`src/rtl/fft_peak_tracker_if.sv`:
```
// Stream and result bundle between the FFT magnitude stage, the peak tracker
// and the pitch logic.
interface fft_peak_tracker_if #(
  parameter int NUM_PEAKS = 3
);
  logic                    frame_start;
  logic                    bin_valid;
  logic [31:0]             amplitude;
  logic [16*NUM_PEAKS-1:0] peak_freq;
  logic [32*NUM_PEAKS-1:0] peak_amp;
  logic [NUM_PEAKS-1:0]    peak_valid;
  logic                    result_valid;
  logic                    busy;
  logic                    overrun;

  modport master (
    output frame_start, bin_valid, amplitude,
    input  peak_freq, peak_amp, peak_valid, result_valid, busy, overrun
  );

  modport slave (
    input  frame_start, bin_valid, amplitude,
    output peak_freq, peak_amp, peak_valid, result_valid, busy, overrun
  );
endinterface

```
`src/rtl/fft_peak_tracker.sv`:
```
// Top-K spectral peak tracker: keeps a sorted list of the strongest bins of a
// streamed FFT frame and publishes them, converted to Hz, once per frame.
module fft_peak_tracker #(
  parameter int          FFT_WIDTH       = 16384,
  parameter int          FFT_WIDTH_LOG_2 = 14,
  parameter int          SAMPLE_RATE     = 24000,
  parameter int          NUM_PEAKS       = 3,
  parameter int          MIN_BIN         = 1,
  parameter int          MAX_BIN         = FFT_WIDTH / 2 - 1,
  parameter logic [31:0] THRESHOLD       = 32'd0
) (
  input logic               clk,
  input logic               reset,
  fft_peak_tracker_if.slave bus
);
  localparam int IDX_W = (NUM_PEAKS > 1) ? $clog2(NUM_PEAKS) : 1;
  localparam int BIN_W = FFT_WIDTH_LOG_2;

  typedef enum logic [1:0] {
    IDLE    = 2'd0,
    SCAN    = 2'd1,
    CONVERT = 2'd2,
    DONE    = 2'd3
  } state_t;

  state_t               state_r;
  logic [BIN_W-1:0]     bin_cnt_r;
  logic [IDX_W-1:0]     conv_idx_r;
  logic [31:0]          list_amp_r [NUM_PEAKS];
  logic [BIN_W-1:0]     list_bin_r [NUM_PEAKS];
  logic [NUM_PEAKS-1:0] list_vld_r;
  logic [15:0]          shd_freq_r [NUM_PEAKS];
  logic [31:0]          shd_amp_r  [NUM_PEAKS];
  logic [NUM_PEAKS-1:0] shd_vld_r;

  logic [16*NUM_PEAKS-1:0] peak_freq_r;
  logic [32*NUM_PEAKS-1:0] peak_amp_r;
  logic [NUM_PEAKS-1:0]    peak_valid_r;
  logic                    result_valid_r;
  logic                    busy_r;
  logic                    overrun_r;

  logic                 restart_s;
  logic                 cand_s;
  int                   idx_s;
  logic [NUM_PEAKS-1:0] gt_s;
  logic [NUM_PEAKS-1:0] prev_gt_s;
  logic [31:0]          sh_amp_s  [NUM_PEAKS];
  logic [BIN_W-1:0]     sh_bin_s  [NUM_PEAKS];
  logic [NUM_PEAKS-1:0] sh_vld_s;
  logic [31:0]          nxt_amp_s [NUM_PEAKS];
  logic [BIN_W-1:0]     nxt_bin_s [NUM_PEAKS];
  logic [NUM_PEAKS-1:0] nxt_vld_s;
  logic [47:0]          prod_s;
  logic [15:0]          conv_freq_s;

  assign bus.peak_freq    = peak_freq_r;
  assign bus.peak_amp     = peak_amp_r;
  assign bus.peak_valid   = peak_valid_r;
  assign bus.result_valid = result_valid_r;
  assign bus.busy         = busy_r;
  assign bus.overrun      = overrun_r;

  // Candidate qualification, parallel insertion against the current list, and Hz conversion.
  always_comb begin
    restart_s = bus.bin_valid && bus.frame_start;
    idx_s     = int'(bin_cnt_r);
    cand_s    = (state_r == SCAN) && bus.bin_valid && !bus.frame_start &&
                (idx_s != 0) && (idx_s >= MIN_BIN) && (idx_s <= MAX_BIN) &&
                (bus.amplitude > THRESHOLD);
    for (int i = 0; i < NUM_PEAKS; i++) begin
      gt_s[i] = !list_vld_r[i] || (bus.amplitude > list_amp_r[i]);
    end
    // The list is sorted with invalid slots last, so gt_s is a thermometer code.
    prev_gt_s   = gt_s << 1;
    sh_amp_s[0] = 32'd0;
    sh_bin_s[0] = '0;
    sh_vld_s[0] = 1'b0;
    for (int i = 1; i < NUM_PEAKS; i++) begin
      sh_amp_s[i] = list_amp_r[i-1];
      sh_bin_s[i] = list_bin_r[i-1];
      sh_vld_s[i] = list_vld_r[i-1];
    end
    for (int i = 0; i < NUM_PEAKS; i++) begin
      if (!cand_s) begin
        nxt_amp_s[i] = list_amp_r[i];
        nxt_bin_s[i] = list_bin_r[i];
        nxt_vld_s[i] = list_vld_r[i];
      end else if (prev_gt_s[i]) begin
        nxt_amp_s[i] = sh_amp_s[i];
        nxt_bin_s[i] = sh_bin_s[i];
        nxt_vld_s[i] = sh_vld_s[i];
      end else if (gt_s[i]) begin
        nxt_amp_s[i] = bus.amplitude;
        nxt_bin_s[i] = bin_cnt_r;
        nxt_vld_s[i] = 1'b1;
      end else begin
        nxt_amp_s[i] = list_amp_r[i];
        nxt_bin_s[i] = list_bin_r[i];
        nxt_vld_s[i] = list_vld_r[i];
      end
    end
    prod_s      = 48'(list_bin_r[conv_idx_r]) * 48'(SAMPLE_RATE);
    conv_freq_s = 16'(prod_s >> FFT_WIDTH_LOG_2);
  end

  // Frame FSM with list, shadow and output registers.
  always_ff @(posedge clk) begin
    if (reset) begin
      state_r        <= IDLE;
      bin_cnt_r      <= '0;
      conv_idx_r     <= '0;
      list_vld_r     <= '0;
      shd_vld_r      <= '0;
      peak_freq_r    <= '0;
      peak_amp_r     <= '0;
      peak_valid_r   <= '0;
      result_valid_r <= 1'b0;
      busy_r         <= 1'b0;
      overrun_r      <= 1'b0;
      for (int i = 0; i < NUM_PEAKS; i++) begin
        list_amp_r[i] <= 32'd0;
        list_bin_r[i] <= '0;
        shd_freq_r[i] <= 16'd0;
        shd_amp_r[i]  <= 32'd0;
      end
    end else begin
      result_valid_r <= 1'b0;
      overrun_r      <= 1'b0;
      case (state_r)
        IDLE: begin
          if (restart_s) begin
            list_vld_r <= '0;
            for (int i = 0; i < NUM_PEAKS; i++) begin
              list_amp_r[i] <= 32'd0;
              list_bin_r[i] <= '0;
            end
            bin_cnt_r <= BIN_W'(1);
            state_r   <= SCAN;
            busy_r    <= 1'b1;
          end else begin
            busy_r <= 1'b0;
          end
        end
        SCAN: begin
          if (restart_s) begin
            list_vld_r <= '0;
            for (int i = 0; i < NUM_PEAKS; i++) begin
              list_amp_r[i] <= 32'd0;
              list_bin_r[i] <= '0;
            end
            bin_cnt_r <= BIN_W'(1);
          end else if (bus.bin_valid) begin
            list_vld_r <= nxt_vld_s;
            for (int i = 0; i < NUM_PEAKS; i++) begin
              list_amp_r[i] <= nxt_amp_s[i];
              list_bin_r[i] <= nxt_bin_s[i];
            end
            bin_cnt_r <= bin_cnt_r + BIN_W'(1);
            if (idx_s == MAX_BIN) begin
              state_r    <= CONVERT;
              conv_idx_r <= '0;
            end else begin
              state_r <= SCAN;
            end
          end else begin
            state_r <= SCAN;
          end
        end
        CONVERT: begin
          overrun_r             <= restart_s;
          shd_vld_r[conv_idx_r] <= list_vld_r[conv_idx_r];
          if (list_vld_r[conv_idx_r]) begin
            shd_freq_r[conv_idx_r] <= conv_freq_s;
            shd_amp_r[conv_idx_r]  <= list_amp_r[conv_idx_r];
          end else begin
            shd_freq_r[conv_idx_r] <= 16'd0;
            shd_amp_r[conv_idx_r]  <= 32'd0;
          end
          if (conv_idx_r == IDX_W'(NUM_PEAKS - 1)) begin
            state_r <= DONE;
          end else begin
            conv_idx_r <= conv_idx_r + IDX_W'(1);
          end
        end
        DONE: begin
          overrun_r <= restart_s;
          for (int i = 0; i < NUM_PEAKS; i++) begin
            peak_freq_r[16*i +: 16] <= shd_freq_r[i];
            peak_amp_r[32*i +: 32]  <= shd_amp_r[i];
          end
          peak_valid_r   <= shd_vld_r;
          result_valid_r <= 1'b1;
          busy_r         <= 1'b0;
          state_r        <= IDLE;
        end
        default: begin
          state_r <= IDLE;
          busy_r  <= 1'b0;
        end
      endcase
    end
  end
endmodule

```
`src/flat_wrapper.sv`:
```
// flat-port wrapper written by rule: the top's interface ports become plain ports
module fft_peak_tracker_flat 
#(
  parameter int          FFT_WIDTH       = 16384,
  parameter int          FFT_WIDTH_LOG_2 = 14,
  parameter int          SAMPLE_RATE     = 24000,
  parameter int          NUM_PEAKS       = 3,
  parameter int          MIN_BIN         = 1,
  parameter int          MAX_BIN         = FFT_WIDTH / 2 - 1,
  parameter logic [31:0] THRESHOLD       = 32'd0
)
  (clk, reset, bus_frame_start, bus_bin_valid, bus_amplitude, bus_peak_freq, bus_peak_amp, bus_peak_valid, bus_result_valid, bus_busy, bus_overrun);
  fft_peak_tracker_if #(.NUM_PEAKS(NUM_PEAKS)) bus_i ();
  input logic clk;
  input logic reset;
  input wire logic [$bits(bus_i.frame_start)-1:0] bus_frame_start;
  input wire logic [$bits(bus_i.bin_valid)-1:0] bus_bin_valid;
  input wire logic [$bits(bus_i.amplitude)-1:0] bus_amplitude;
  output wire logic [$bits(bus_i.peak_freq)-1:0] bus_peak_freq;
  output wire logic [$bits(bus_i.peak_amp)-1:0] bus_peak_amp;
  output wire logic [$bits(bus_i.peak_valid)-1:0] bus_peak_valid;
  output wire logic [$bits(bus_i.result_valid)-1:0] bus_result_valid;
  output wire logic [$bits(bus_i.busy)-1:0] bus_busy;
  output wire logic [$bits(bus_i.overrun)-1:0] bus_overrun;
  assign bus_i.frame_start = bus_frame_start;
  assign bus_i.bin_valid = bus_bin_valid;
  assign bus_i.amplitude = bus_amplitude;
  assign bus_peak_freq = bus_i.peak_freq;
  assign bus_peak_amp = bus_i.peak_amp;
  assign bus_peak_valid = bus_i.peak_valid;
  assign bus_result_valid = bus_i.result_valid;
  assign bus_busy = bus_i.busy;
  assign bus_overrun = bus_i.overrun;
  fft_peak_tracker #(.FFT_WIDTH(FFT_WIDTH), .FFT_WIDTH_LOG_2(FFT_WIDTH_LOG_2), .SAMPLE_RATE(SAMPLE_RATE), .NUM_PEAKS(NUM_PEAKS), .MIN_BIN(MIN_BIN), .MAX_BIN(MAX_BIN), .THRESHOLD(THRESHOLD)) u_core (.clk(clk), .reset(reset), .bus(bus_i));
endmodule
```
`config.mk`:
```
export PLATFORM = sky130hd
export DESIGN_NAME = fft_peak_tracker_flat
export DESIGN_NICKNAME = d
export VERILOG_FILES = /design/src/rtl/fft_peak_tracker_if.sv /design/src/rtl/fft_peak_tracker.sv /design/src/flat_wrapper.sv
export SDC_FILE = /design/constraint.sdc
export NUM_CORES = 1
export LEC_CHECK = 0
export BUFFER_PORTS_ARGS = -buffer_cell sky130_fd_sc_hd__buf_2
export CAP_MARGIN = 0
export CELL_PAD_IN_SITES_DETAIL_PLACEMENT = 1
export CELL_PAD_IN_SITES_GLOBAL_PLACEMENT = 2
export CORE_UTILIZATION = 40
export DETAILED_ROUTE_END_ITERATION = 10
export PLACE_DENSITY_LB_ADDON = 0.1
export SLEW_MARGIN = 20
export SYNTH_ARGS = -nofsm -noshare
export SYNTH_HDL_FRONTEND = slang
export SYNTH_SLANG_ARGS = --single-unit
```
`constraint.sdc`:
```
create_clock -name clk -period 6.65 [get_ports clk]
set_clock_uncertainty 0.15 [all_clocks]
set_input_delay 0.665 -clock clk [delete_from_list [all_inputs] [get_ports clk]]
set_output_delay 0.665 -clock clk [all_outputs]
set_load 0.005 [all_outputs]
```
==> flow_metrics.py <==
metrics = {
    "clock_tree": {
        "ctsRootBufferMaster": "clkbuf_16",
        "cts_sinks": 452,
        "cts_setup_buffers": 0,
        "cts_resized": 0,
        "htreeDepth": 2,
        "clk_path_buf_depth": 3,
        "cts_buffers": 52,
        "clk_latency_ns": 0.61,
        "cts_tree": "built",
        "path_clk_slew_ns": 0.06,
        "hold_buffers": 0,
    },
    "place": {
        "place_congestion": 0.788,
        "post-dp-hpwl_um": 45500,
        "port_buffers": 182,
        "dpl_worst_slack_ns": 0.547,
    },
    "logic_synthesis": {
        "synth.distinct_cells": 56,
        "synth_edf_count": 279,
        "synthFlopType": "edfxtp_1",
        "synth-async-reset-ratio_pct": 0,
        "ys_seq_area_share_pct": 50.0,
        "syn_inst": 2254,
        "synth_area_leader_cell": "edfxtp_1",
        "netlist.area_leader.share_pct": 35.4,
        "synth.avg_cell_area_um2": 10.5,
        "synthesis.area_um2": 23700,
        "netlist_top_cells_area": "edfxtp_1 (35%), dfxtp_1 (15%), mux2i_1 (12%), ha_1 (8.9%), nor2_1 (5.8%)",
        "ys_warn_count": 0,
        "synth_seq_cells": 452,
    },
    "sta": {
        "setup_viol": 0,
        "whs_ns": 0.286,
        "slew-limit-headroom_pct": 16.3,
        "finalCritPeriodShare_pct": 91.0,
        "period_minus_slack_ns": 6.05,
        "setup-tns-final_ns": 0,
        "fmax_mhz": 165,
        "worst_slew_pin_slew_ns": 1.26,
        "rsz0062_at_grt": "false",
        "setup_slack_ns": 0.600,
        "drv_slew": 0,
        "finalHoldViolations": 0,
    },
    "die": {
        "dieArea_um2": 60200,
        "core.rowCount": 88,
        "ios": 186,
        "dieWidth_um": 245,
        "core_area_um2": 58100,
        "start_util_pct": 40.7,
        "die_h_um": 245,
    },
    "critical_path": {
        "start_kind": "flip-flop",
        "cp_slowest_cell": "fa_1",
        "cp_top_family": "adder cells",
        "worstPathArrival_ns": 6.22,
        "cpPeakStageDelay_ns": 0.53,
        "critical_path_buf_inv_count": 6,
        "cp_max_fo": 17,
        "path_class": "reg2reg",
        "crit_top_cell": "inv_1",
        "worstPathCellList": "buf_4, mux2i_1, o21a_1, inv_1, ha_1, inv_1, fa_1, inv_1, fa_1, inv_1, fa_1, inv_1, ha_1, a21oi_1, o21ai_1, a211oi_2, o21ai_1, a41o_1, o31ai_1, xnor2_1, nor2_1",
        "end_kind": "flip-flop",
        "crit_required_ns": 6.82,
    },
    "layout": {
        "fin_util_pct": 46.5,
        "drive_gt1_share_pct": 12.3,
        "multi_input_area_um2": 10300,
        "nNetsFinal": 2675,
        "synthToLayoutAreaGrowth_pct": 14.3,
        "regArea_um2": 11800,
        "fill_cells": 6436,
        "n_antenna_cell": 0,
    },
    "pwr": {
        "leakagePower_nw": 11.8,
        "combinationalPowerShare_pct": 18.7,
        "swShare_pct": 29.2,
        "p_seq_share_pct": 42.7,
        "p_per_area_nw_per_um2": 271,
        "p_int_mw": 5.20,
        "irDropWorstVdd_uv": 203,
        "clkPwrFrac_pct": 38.6,
        "switching_power_mw": 2.14,
    },
    "global_route": {
        "grtUsageTotal_pct": 21.5,
        "grt_overflow_total": 0,
        "grt_pass1_wl_um": 99600,
        "grt_pass1_vias": 17093,
        "grt_max_degree": 137,
        "antenna_found_initial": 0,
    },
    "detailed_routing": {
        "routedWlPerCell_um": 19.9,
        "totalWireLength_um": 64100,
        "dr_total_vias": 16289,
        "dr.pass1.iters": 5,
        "drc": 0,
        "viasPerCell": 5.06,
        "drtIter0Drc": 617,
        "ant_nets": 0,
    },
    "min_path": {
        "hp-class": "in2reg",
    },
    "outcome": {
        "outcome": "complete, no violations",
    },
    "job": {
        "drv_cap": 0,
    },
}
## cell families after synthesis
| logic type | Yosys count | synth area share (%) |
|---|---|---|
| AND/OR/NAND/NOR | 674 | 11.7 |
| flip-flops | 452 | 50.0 |
| buffers and inverters | 405 | 6.67 |
| multiplexers | 285 | 12.0 |
| adder cells (fa/ha/maj) | 225 | 13.7 |
| AO/OA/AOI/OAI | 188 | 4.94 |
| XOR/XNOR | 24 | 0.888 |
| other | 1 | 0.0158 |
## flip-flops by register name, indices dropped and copies added (netlist names), 3 cells and up, named ones only
signal	flops
u_core.bin_cnt_r	14
bus_peak_amp	96
u_core.shd_amp_r	96
u_core.list_bin_r	42
u_core.list_amp_r	96
u_core.shd_freq_r	45
u_core.list_vld_r	3
u_core.shd_vld_r	3
u_core.bus.peak_valid	3
bus_peak_freq	45
## power by group through the flow
stage	Sequential, mW	Combinational [mW]	Clock [mW]
after floorplan	3.17	0.954	0
after global placement	3.19	1.34	0
after detailed placement	3.19	1.38	0
after CTS	3.13	1.39	2.90
after global routing	3.14	1.57	3.01
final	3.13	1.37	2.83
## worst paths after layout
kind                                                            start                                     end  slack [ns]  cells past startpoint
worst min-delay path                                            reset   u_core.bus.peak_valid[0]$_SDFFE_PP0P_        0.29                      2
worst max register to register                              flip-flop  u_core.shd_freq_r[2][14]$_SDFFCE_PN0P_        0.60                     21
worst min register to register  u_core.shd_amp_r[1][28]$_SDFFCE_PN0P_           bus_peak_amp[60]$_SDFFE_PP0P_        0.32                      2
worst max-delay path                                        flip-flop  u_core.shd_freq_r[2][14]$_SDFFCE_PN0P_        0.60                     21
## cell type report
cell class / count / area share (%)
tap: 765 / 3.54
sequential: 452 / 43.8
multi-input combinational: 1399 / 38.1
clock buffer: 65 / 5.14
timing repair buffer: 207 / 4.16
clock inverter: 32 / 1.11
inverter: 302 / 4.19
## metal layers
layer	part of all wire, %	track usage, %	vias up
met5	0	0	-
li1	-	-	7862
met3	2.7	2.40	66
met2	46	35.2	230
met1	49	30.3	8131
met4	1.9	5.09	0
## cell usage after synthesis, drive strengths merged (14+ instances only)
cell	number
a21o	25
xnor2	14
nand4	28
fa	57
o21ai	68
ha	168
edfxtp	279
nor4	15
inv	302
nand3	14
clkbuf	67
nor2	366
buf	36
a21oi	53
mux2i	285
nand2	209
dfxtp	173
## metrics by stage
step | instances | area, um^2 | power, mW
after floorplan | 2256 | 23700 | 4.12
after global placement | 3125 | 25400 | 4.53
after detailed placement | 3125 | 25400 | 4.57
after CTS | 3222 | 27100 | 7.42
after global routing | 3222 | 27100 | 7.72
final | 3222 | 27100 | 7.34
## layout by cell type, fill, tap and decap left out, types with 3 or more instances in the layout
master | netlist | routed
nor2_1 | 366 | 365
inv_1 | 302 | 302
mux2i_1 | 285 | 285
edfxtp_1 | 279 | 279
nand2_1 | 209 | 207
buf_2 | 6 | 181
dfxtp_1 | 173 | 171
ha_1 | 168 | 167
o21ai_0 | 60 | 58
fa_1 | 57 | 57
a21oi_1 | 53 | 52
clkbuf_16 | 0 | 52
nand4_1 | 28 | 28
buf_4 | 4 | 24
a21o_1 | 25 | 23
nand3_1 | 14 | 14
xnor2_1 | 14 | 14
clkinv_1 | 0 | 14
nor4_1 | 13 | 13
o21ai_1 | 8 | 10
nor2b_1 | 10 | 10
xor2_1 | 10 | 10
clkbuf_1 | 67 | 9
clkinv_2 | 0 | 9
o21a_1 | 7 | 7
or3_1 | 7 | 7
nor3_1 | 6 | 6
nand2b_1 | 7 | 6
o211ai_1 | 4 | 4
o32a_1 | 4 | 4
o21bai_1 | 4 | 4
bufinv_16 | 0 | 4
clkbuf_8 | 0 | 4
a211oi_1 | 3 | 3
and4_1 | 3 | 3
or2_2 | 3 | 3
conb_1 | 1 | 3
## worst register-to-register path, stage by stage, from the launching register on
cell and delay (ns):
dfxtp_2 0.51, buf_4 0.38, mux2i_1 0.23, o21a_1 0.18, inv_1 0.16, ha_1 0.32, inv_1 0.06, fa_1 0.53
inv_1 0.06, fa_1 0.53, inv_1 0.05, fa_1 0.52, inv_1 0.04, ha_1 0.35, a21oi_1 0.21, o21ai_1 0.11
a211oi_2 0.30, o21ai_1 0.20, a41o_1 0.31, o31ai_1 0.29, xnor2_1 0.21, nor2_1 0.07
(Power assumes the default switching activity.)
